## src/rtl/neuro_pkg.sv

```systemverilog
// Shared constants and helpers for the LIF neuron tile cell.
// Config chain field map (LSB up): tsel, ref_period, thresh, w[0]..w[N_DEND-1].
// The offset helpers take the field widths as arguments so that any
// parameterisation of lif_neuron can use the same map.
package neuro_pkg;

  localparam int OFF_TSEL = 0;

  function automatic int cfg_bits(input int n_dend, input int w_w, input int w_u,
                                  input int w_ref, input int w_sel);
    return n_dend * w_w + w_u + w_ref + w_sel;
  endfunction

  function automatic int off_ref(input int w_sel);
    return w_sel;
  endfunction

  function automatic int off_thr(input int w_sel, input int w_ref);
    return w_sel + w_ref;
  endfunction

  function automatic int off_w(input int i, input int w_sel, input int w_ref,
                               input int w_u, input int w_w);
    return w_sel + w_ref + w_u + i * w_w;
  endfunction

endpackage

```

## src/rtl/lif_neuron_if.sv

```systemverilog
// Neuron-side signal bundle: config chain, clear, dendrites, decay bus and
// the observable outputs. master = driver (brain top / bench), slave = neuron.
interface lif_neuron_if #(
  parameter int N_DEND  = 3,
  parameter int N_DECAY = 8,
  parameter int W_U     = 5
);
  logic               conf_en;
  logic               bs_in;
  logic               bs_out;
  logic               nn_clear;
  logic [N_DEND-1:0]  dend;
  logic [N_DECAY-1:0] dbus;
  logic               axon;
  logic [W_U-1:0]     u_out;

  modport master (
    output conf_en, bs_in, nn_clear, dend, dbus,
    input  bs_out, axon, u_out
  );

  modport slave (
    input  conf_en, bs_in, nn_clear, dend, dbus,
    output bs_out, axon, u_out
  );
endinterface

```

## src/rtl/neuro_cfg_chain.sv

```systemverilog
// Serial config shift register of one neuron.
// Ports: clk, rst (sync, active high), shift (1 = shift one bit in),
//        bs_in (serial in, lands in bit 0), cfg (parallel contents),
//        bs_out (serial out = top bit, feeds the next neuron in the chain).
module neuro_cfg_chain #(
  parameter int CFG_BITS = 19
) (
  input  logic                clk,
  input  logic                rst,
  input  logic                shift,
  input  logic                bs_in,
  output logic [CFG_BITS-1:0] cfg,
  output logic                bs_out
);

  always_ff @(posedge clk) begin
    if (rst)        cfg <= '0;
    else if (shift) cfg <= {cfg[CFG_BITS-2:0], bs_in};
  end

  assign bs_out = cfg[CFG_BITS-1];

endmodule

```

## src/rtl/lif_neuron.sv

```systemverilog
// Leaky integrate-and-fire neuron with signed-weight dendrites, programmable
// threshold / refractory period and leak driven by a selected decay-bus line.
// Ports: clk, nn_reset (sync, active high, clears everything incl. config),
//        io (lif_neuron_if.slave): conf_en, bs_in, bs_out, nn_clear, dend,
//        dbus, axon (registered one-cycle spike), u_out (membrane value).
module lif_neuron
  import neuro_pkg::*;
#(
  parameter int N_DEND  = 3,
  parameter int W_W     = 3,
  parameter int W_U     = 5,
  parameter int N_DECAY = 8,
  parameter int W_REF   = 2
) (
  input  logic         clk,
  input  logic         nn_reset,
  lif_neuron_if.slave  io
);

  localparam int W_SEL    = $clog2(N_DECAY);
  localparam int CFG_BITS = cfg_bits(N_DEND, W_W, W_U, W_REF, W_SEL);
  // Wide enough for U plus N_DEND weights of either sign without overflow.
  localparam int W_S      = W_U + $clog2(N_DEND) + W_W;

  logic [CFG_BITS-1:0] cfg;

  neuro_cfg_chain #(.CFG_BITS(CFG_BITS)) u_chain (
    .clk    (clk),
    .rst    (nn_reset),
    .shift  (io.conf_en),
    .bs_in  (io.bs_in),
    .cfg    (cfg),
    .bs_out (io.bs_out)
  );

  logic [W_SEL-1:0] tsel;
  logic [W_REF-1:0] ref_period;
  logic [W_U-1:0]   thresh;

  assign tsel       = cfg[OFF_TSEL +: W_SEL];
  assign ref_period = cfg[off_ref(W_SEL) +: W_REF];
  assign thresh     = cfg[off_thr(W_SEL, W_REF) +: W_U];

  // Gated, sign-extended weight per dendrite.
  logic [N_DEND-1:0][W_S-1:0] wx;

  for (genvar i = 0; i < N_DEND; i++) begin : g_dend
    localparam int OFF = off_w(i, W_SEL, W_REF, W_U, W_W);
    logic [W_W-1:0] wr;
    assign wr    = cfg[OFF +: W_W];
    assign wx[i] = io.dend[i] ? {{(W_S-W_W){wr[W_W-1]}}, wr} : '0;
  end

  logic [W_S-1:0] sum;
  always_comb begin
    sum = '0;
    for (int i = 0; i < N_DEND; i++) sum = sum + wx[i];
  end

  logic           dprev;
  logic           dsel;
  logic           leak;
  logic [W_U-1:0] u;
  logic [W_U-1:0] ul;
  logic [W_S-1:0] nxt;
  logic           neg;
  logic           fire;
  logic [W_REF-1:0] ref_cnt;
  logic           axon_q;

  // Leak happens once per rising edge of the selected decay line.
  assign dsel = io.dbus[tsel];
  assign leak = dsel & ~dprev;
  assign ul   = leak ? (u >> 1) : u;
  assign nxt  = {{(W_S-W_U){1'b0}}, ul} + sum;
  assign neg  = nxt[W_S-1];
  // nxt is non-negative here, so an unsigned compare against thresh is exact.
  assign fire = !neg && (nxt >= {{(W_S-W_U){1'b0}}, thresh});

  always_ff @(posedge clk) begin
    if (nn_reset) begin
      dprev   <= 1'b0;
      u       <= '0;
      ref_cnt <= '0;
      axon_q  <= 1'b0;
    end else begin
      dprev <= dsel;
      if (io.nn_clear) begin
        u       <= '0;
        ref_cnt <= '0;
        axon_q  <= 1'b0;
      end else if (io.conf_en) begin
        axon_q <= 1'b0;
      end else if (ref_cnt != '0) begin
        ref_cnt <= ref_cnt - W_REF'(1);
        u       <= '0;
        axon_q  <= 1'b0;
      end else if (neg) begin
        u      <= '0;
        axon_q <= 1'b0;
      end else if (fire) begin
        u       <= '0;
        ref_cnt <= ref_period;
        axon_q  <= 1'b1;
      end else begin
        // Below thresh, so the low W_U bits hold the whole value.
        u      <= nxt[W_U-1:0];
        axon_q <= 1'b0;
      end
    end
  end

  assign io.axon  = axon_q;
  assign io.u_out = u;

endmodule

```

## src/flat_wrapper.sv

```systemverilog
// flat-port wrapper written by rule: the top's interface ports become plain ports
module lif_neuron_flat import neuro_pkg::*;
#(
  parameter int N_DEND  = 3,
  parameter int W_W     = 3,
  parameter int W_U     = 5,
  parameter int N_DECAY = 8,
  parameter int W_REF   = 2
)
  (clk, nn_reset, io_conf_en, io_bs_in, io_nn_clear, io_dend, io_dbus, io_bs_out, io_axon, io_u_out);
  lif_neuron_if #(.N_DEND(N_DEND), .N_DECAY(N_DECAY), .W_U(W_U)) io_i ();
  input  logic clk;
  input  logic nn_reset;
  input wire logic [$bits(io_i.conf_en)-1:0] io_conf_en;
  input wire logic [$bits(io_i.bs_in)-1:0] io_bs_in;
  input wire logic [$bits(io_i.nn_clear)-1:0] io_nn_clear;
  input wire logic [$bits(io_i.dend)-1:0] io_dend;
  input wire logic [$bits(io_i.dbus)-1:0] io_dbus;
  output wire logic [$bits(io_i.bs_out)-1:0] io_bs_out;
  output wire logic [$bits(io_i.axon)-1:0] io_axon;
  output wire logic [$bits(io_i.u_out)-1:0] io_u_out;
  assign io_i.conf_en = io_conf_en;
  assign io_i.bs_in = io_bs_in;
  assign io_i.nn_clear = io_nn_clear;
  assign io_i.dend = io_dend;
  assign io_i.dbus = io_dbus;
  assign io_bs_out = io_i.bs_out;
  assign io_axon = io_i.axon;
  assign io_u_out = io_i.u_out;
  lif_neuron #(.N_DEND(N_DEND), .W_W(W_W), .W_U(W_U), .N_DECAY(N_DECAY), .W_REF(W_REF)) u_core (.clk(clk), .nn_reset(nn_reset), .io(io_i));
endmodule
```

## config.mk

```make
export PLATFORM = sky130hd
export DESIGN_NAME = lif_neuron_flat
export DESIGN_NICKNAME = d
export VERILOG_FILES = /design/src/rtl/neuro_pkg.sv /design/src/rtl/lif_neuron_if.sv /design/src/rtl/neuro_cfg_chain.sv /design/src/rtl/lif_neuron.sv /design/src/flat_wrapper.sv
export SDC_FILE = /design/constraint.sdc
export NUM_CORES = 1
export LEC_CHECK = 0
export BUFFER_PORTS_ARGS = -buffer_cell sky130_fd_sc_hd__buf_4
export CORE_ASPECT_RATIO = 0.75
export CORE_MARGIN = 2
export CORE_UTILIZATION = 58
export DETAILED_ROUTE_END_ITERATION = 6
export HOLD_SLACK_MARGIN = 0.03
export PLACE_DENSITY_LB_ADDON = 0.08
export SLEW_MARGIN = 10
export SYNTH_ARGS = -nofsm -noshare
export SYNTH_HDL_FRONTEND = slang
export SYNTH_SLANG_ARGS = --single-unit
```

## constraint.sdc

```tcl
create_clock -name clk -period 5.7 [get_ports clk]
set_input_delay 0.57 -clock clk [delete_from_list [all_inputs] [get_ports clk]]
set_output_delay 0.57 -clock clk [all_outputs]
set_load 0.03 [all_outputs]
```

# Word-level counts from Yosys, hierarchy flattened
# Index checks and enable logic that the tools add are counted.
dict set report totals {
  ff_bits 28
  latch_bits 0
  ram_bits 0
  mem_bits_ro 0
  input_bits 16
  wordCells 35
  memories 0
}
dict set report classes {
  addsub 4
  mul 0
  div_mod_pow 0
  magnitude_cmp 2
  eq_ne 1
  n_shift 0
  n_mux 13
  n_bitwise 3
  reduce_logical 7
}
# operator count
set op_table {}
lappend op_table {{10-bit 2-to-1 mux} 3}
lappend op_table {{10-bit adder} 2}
lappend op_table {{5-bit 2-to-1 mux} 4}
lappend op_table {{5-bit by 10-bit adder with 10-bit output} 1}
lappend op_table {{10-bit by 5-bit >= comparator with 1-bit output} 1}
lappend op_table {{2-bit 2-to-1 mux} 3}
lappend op_table {{5-bit OR reduction} 1}
lappend op_table {{3-bit by 4-bit < comparator with 1-bit output (second input constant)} 1}
lappend op_table {{2-bit nonzero test} 2}
lappend op_table {{1-bit binary-select mux with 3-bit select} 1}
lappend op_table {{3-bit AND reduction} 1}
lappend op_table {{1-bit 2-to-1 mux} 2}
lappend op_table {{2-bit != test (second input constant)} 1}
lappend op_table {{1-bit inverter} 2}
lappend op_table {{2-bit OR reduction} 1}
lappend op_table {{2-bit by 1-bit subtractor with 2-bit output (second input constant)} 1}
lappend op_table {{1-bit bitwise AND} 1}
lappend op_table {{1-bit logical AND} 1}
lappend op_table {{1-bit logical NOT} 1}

# Logic depth before layout (Yosys ltp)
dict set report logic_depth {
  word_depth 10
  ltp_mapped 20
}

# Hierarchy
# From an unflattened synthesis, not the netlist that was laid out.
dict set report unflattened {
  hier_cells 177
  hier_area_um2 1799.2
}
# mod n_inst cells_each area_per_inst_um2
set by_module_without_submodules {}
lappend by_module_without_submodules {lif_neuron 1 115 1108.6}
lappend by_module_without_submodules {neuro_cfg_chain 1 62 690.7}

# Least setup slack after synthesis
# Ideal clock, no wire load.
dict set report synth_path {
  kind {input to register}
  from {input io_dbus[7]}
  to {register u_core.u[1] (netlist: u_core.io.u_out[1])}
  setup_ns 0.058
  arrival_ns 4.864
  t_required_ns 5.642
  setup_slack_ns 0.778
  cell_stages 20
  path_buffers 0
  path_cell_list {mux4_2 -> mux2i_1 -> nor2_1 -> mux2_2 -> fa_1 -> inv_1 -> fa_1 -> inv_1 -> ha_1 -> inv_1 -> fa_1 -> inv_1 -> ha_1 -> a211oi_1 -> o21ai_0 -> a21oi_1 -> o211ai_1 -> a2111oi_2 -> and2_4 -> a22o_2}
}
dict set report synth_via {
  elab_chain_len 10
  word_cells_on_any_way 11
  cone_classes {add/sub: 1; order compare: 1; mux: 6; bitwise: 1; reduce/logical: 2}
}
# element line
set synth_rtl {}
lappend synth_rtl {{start: declaration} flat_wrapper.sv:18} ;# input wire logic [$bits(io_i.dbus)-1:0] io_dbus;
lappend synth_rtl {{1-bit binary-select mux with 3-bit select *} lif_neuron.sv:72} ;# assign dsel = io.dbus[tsel];
lappend synth_rtl {{1-bit 2-to-1 mux (not written as such) *} lif_neuron.sv:72}
lappend synth_rtl {{1-bit bitwise AND *} lif_neuron.sv:73} ;# assign leak = dsel & ~dprev;
lappend synth_rtl {{5-bit 2-to-1 mux *} lif_neuron.sv:74} ;# assign ul = leak ? (u >> 1) : u;
lappend synth_rtl {{5-bit by 10-bit adder with 10-bit output *} lif_neuron.sv:75} ;# assign nxt = {{(W_S-W_U){1'b0}}, ul} + sum;
lappend synth_rtl {{10-bit by 5-bit >= comparator with 1-bit output / 1-bit logical NOT (equally long branches)} lif_neuron.sv:78} ;# assign fire = !neg && (nxt >= {{(W_S-W_U){1'b0}}, thresh});
lappend synth_rtl {{1-bit logical AND} lif_neuron.sv:78}
lappend synth_rtl {{5-bit 2-to-1 mux} lif_neuron.sv:101} ;# end else if (fire) begin
lappend synth_rtl {{5-bit 2-to-1 mux *} lif_neuron.sv:98} ;# end else if (neg) begin
lappend synth_rtl {{5-bit 2-to-1 mux *} lif_neuron.sv:94} ;# end else if (ref_cnt != '0) begin
lappend synth_rtl {{end signal: assignment} lif_neuron.sv:107} ;# u <= nxt[W_U-1:0];
lappend synth_rtl {{end: declaration} lif_neuron.sv:63} ;# logic [W_U-1:0] u;
# Mark *: on every way between the ends. The rest lies on a longest branch, timed or not. The select of a mux whose other input is x is not followed.
# A chain may end at the register's enable or synchronous reset.

# Worst setup path after layout
dict set report layout_path {
  from {register u_core.u_chain.cfg[0]}
  to {register u_core.u[0] (netlist: u_core.io.u_out[0])}
}
dict set report layout_via {
  elab_chain_len 10
  word_cells_on_any_way 11
  cone_classes {add/sub: 1; order compare: 1; mux: 6; bitwise: 1; reduce/logical: 2}
}
# element line
set layout_rtl {}
lappend layout_rtl {{start: declaration} neuro_cfg_chain.sv:12} ;# output logic [CFG_BITS-1:0] cfg,
lappend layout_rtl {{start signal: assignment} neuro_cfg_chain.sv:18} ;# else if (shift) cfg <= {cfg[CFG_BITS-2:0], bs_in};
lappend layout_rtl {{1-bit binary-select mux with 3-bit select *} lif_neuron.sv:72}
lappend layout_rtl {{1-bit 2-to-1 mux (not written as such) *} lif_neuron.sv:72}
lappend layout_rtl {{1-bit bitwise AND *} lif_neuron.sv:73}
lappend layout_rtl {{5-bit 2-to-1 mux *} lif_neuron.sv:74}
lappend layout_rtl {{5-bit by 10-bit adder with 10-bit output *} lif_neuron.sv:75}
lappend layout_rtl {{10-bit by 5-bit >= comparator with 1-bit output / 1-bit logical NOT (equally long branches)} lif_neuron.sv:78}
lappend layout_rtl {{1-bit logical AND} lif_neuron.sv:78}
lappend layout_rtl {{5-bit 2-to-1 mux} lif_neuron.sv:101}
lappend layout_rtl {{5-bit 2-to-1 mux *} lif_neuron.sv:98}
lappend layout_rtl {{5-bit 2-to-1 mux *} lif_neuron.sv:94}
# Marked as above.

==> results.toml <==
[outcome]
status = "finished clean"

[layout]
final_cells = 264
nNetsFinal = 267
antenna_cells = 0
stdcell_area_um2 = 2190
layout-drive-gt1-share = 0.183
syn_to_final_growth_pct = 13.7

[global_route]
grt_usage = 0.213
grt_max_degree = 24
antenna_found_initial = 0
grt_first_pass_wirelength_um = 6260
overflow = 0
grt_pass1_vias = 1354

[synth]
ys_async_sr_fraction = 0
netlist_area_um2 = 1920
synthCells = 204
synth_seq_cells = 28
synth_nets = 246
yosys_warnings = 0
synth-edff-count = 0
yosysUniqueCellTypes = 37
ys_seq_area_frac = 0.291
synth.avg_cell_area_um2 = 9.43
synthFlopType = "dfxtp_1"

[setup_path]
path_cells = "mux4_2, mux2i_1, nor2_1, mux2_2, fa_1, inv_1, fa_1, inv_1, ha_1, inv_1, fa_1, inv_1, ha_1, a211oi_1, o21ai_0, a21oi_1, o211ai_1, a2111oi_2, and2_4, a22o_2"
crit_buf_inv = 4
path_common_cell = "inv_1"
critPathMaxFanout = 5
cp_top_family = "adder cells"
critPathLaunchType = "flop"
critPathKind = "reg -> reg"
arrival_ns = 5.45
worstPathRequired_ns = 5.93
cp-end-kind = "flop"
slowest_stage = "fa_1"
critPathMaxStageDelay_ns = 0.54

[floorplan]
rows = 18
die_h_um = 53.9
die_area_um2 = 3800
dieWidth_um = 70.5
fp.coreArea_um2 = 3220
ioPinCount = 23
initial_core_util = 0.597

[power_and_ir_drop]
pwr-share-comb = 0.070
p_int_mw = 0.306
peakVddDrop_v = 0.000107
p_leak_nw = 1.06
power_density_nw_per_um2 = 175
power_frac_seq = 0.520
switching_share = 0.200
power.clock.fraction = 0.409
p_switching_mw = 0.0763

[clocking]
path_clk_slew_ns = 0.10
cts_resized = 0
cts_sinks = 28
cts.path.max_buffers = 2
root_buffer = "clkbuf_8"
clock_latency_ns = 0.27
h-tree-depth = 1
post_cts_buffers = 0
cts_buffers = 3
cts_tree = "built"
cts_hold_buf = 0

[placement]
place_area_um2 = 2120
port_buffers = 22
place.gp.congestion = 0.811
dp.cells = 260
dpl.hpwl_um = 3060

[job]
cap_violations = 0

[route]
drc = 0
detail-route-antenna-nets = 0
viasPerCell = 5.41
drt_iter0_drc = 28
first_pass_iters = 4
wirelength_um = 3720
routedWlPerCell_um = 14.1
vias = 1428

[sta]
rsz0062_at_grt = "false"
holdWs_ns = 0.506
fmax_mhz = 192
finClkSkew_ns = 0.00306
hold_violations = 0
tns_ns = 0
min_period_ns = 5.22
tightestPinTransition_ns = 0.484
fin_crit_sh = 0.916
maxSlewViolCount = 0
setup-violations-final = 0
slew_headroom = 0.674

[worst_hold_path]
hold_path.class = "reg -> reg"
synth_stat cells, drive strengths merged (2+ instances only):
cell / count / area [um^2]
a22o: 5 / 50.1
and2: 5 / 33.8
nand2: 9 / 33.8
o21a: 2 / 15.0
nor2: 25 / 93.8
buf: 3 / 11.3
o21ai: 7 / 35.0
nand3b: 2 / 15.0
ha: 15 / 188
inv: 29 / 109
a21o: 2 / 15.0
fa: 11 / 220
clkbuf: 3 / 11.3
nand3: 3 / 15.0
mux2i: 21 / 210
nor2b: 2 / 12.5
a21oi: 9 / 48.8
dfxtp: 28 / 561
xnor2: 2 / 17.5
mux2: 3 / 33.8
o211ai: 3 / 22.5
mux4: 2 / 45.0
worst paths after layout:
path / slack, ns / start / depth (start not counted) / end
setup / recovery: 0.48 / u_core.u_chain.cfg[0]$_SDFFE_PP0P_ / 20 / u_core.io.u_out[0]$_SDFFE_PP0N_
hold / removal: 0.51 / u_core.u_chain.cfg[3]$_SDFFE_PP0P_ / 2 / u_core.ref_cnt[0]$_SDFFE_PP0P_
setup reg to reg: 0.48 / u_core.u_chain.cfg[0]$_SDFFE_PP0P_ / 20 / u_core.io.u_out[0]$_SDFFE_PP0N_
hold reg to reg: 0.51 / u_core.u_chain.cfg[3]$_SDFFE_PP0P_ / 2 / u_core.ref_cnt[0]$_SDFFE_PP0P_
routing by layer:
| metal | wire length [um] | track usage |
|---|---|---|
| met5 | 0 | 0 |
| met4 | 41 | 0.0545 |
| met3 | 153 | 0.0412 |
| met2 | 1660 | 0.362 |
| met1 | 1860 | 0.286 |
stage by stage:
step | power (mW) | worst slack (ns) | util
3_3_place_gp | 0.229 | 0.450 | 0.657
2_1_floorplan | 0.219 | 0.778 | -
5_1_grt | 0.395 | 0.0566 | 0.679
3_5_place_dp | 0.230 | 0.262 | 0.657
4_1_cts | 0.387 | 0.441 | 0.679
6_report | 0.382 | 0.480 | 0.679
logic make-up after synthesis:
family | after synthesis | synth area share
XOR/XNOR | 3 | 0.0137
adder cells (fa/ha/maj) | 26 | 0.212
AO/OA/AOI/OAI | 34 | 0.135
buffers and inverters | 35 | 0.0683
flip-flops | 28 | 0.291
multiplexers | 26 | 0.150
AND/OR/NAND/NOR | 52 | 0.129
tightest hold or removal path, delay by kind of cell, from the launching register on:
kind / cells / cell delay [ns]
flops: 1 / 0.35
compound gates: 1 / 0.06
simple gates: 1 / 0.06
registers in the layout (all words and copies together) (netlist names):
name / flops
u_core.io.u_out: 5
u_core.ref_cnt: 2
u_core.u_chain.cfg: 19
u_core.io.axon: 1
u_core.dprev: 1
area by class of cell:
cell class	count	area [um^2]
multi-input combinational	141	1230
fill	262	1030
sequential	28	561
timing repair buffer	22	165
inverter	29	109
tap	40	50.0
clock buffer	3	41.3
clock inverter	1	30.0
placed cells by master, fill, tap and decap left out, types with 2 or more instances in the layout:
| cell type | netlist | final |
|---|---|---|
| inv_1 | 29 | 29 |
| ha_1 | 15 | 15 |
| a21oi_1 | 8 | 8 |
| nand3_1 | 3 | 3 |
| nand2_1 | 9 | 9 |
| mux2_2 | 3 | 3 |
| xnor2_1 | 2 | 2 |
| dfxtp_1 | 28 | 28 |
| o21ai_0 | 7 | 7 |
| fa_1 | 11 | 11 |
| a22o_2 | 5 | 5 |
| clkbuf_8 | 0 | 3 |
| a21o_1 | 2 | 2 |
| o21a_1 | 2 | 2 |
| and2_1 | 4 | 4 |
| nor2_1 | 25 | 25 |
| mux2i_1 | 21 | 21 |
| nand3b_1 | 2 | 2 |
| buf_4 | 0 | 22 |
| mux4_2 | 2 | 2 |
| nor2b_1 | 2 | 2 |
| o211ai_1 | 3 | 3 |
power by group through the flow:
stage               clock (mW)  sequential (mW)  combinational (mW)
detailed placement           0            0.203              0.0272
global placement             0            0.203              0.0264
CTS                      0.161            0.199              0.0273
finish                   0.156            0.199              0.0269
floorplan                    0            0.203              0.0159
global route             0.167            0.199              0.0291
Note: power is estimated with default switching activity, not from simulation.
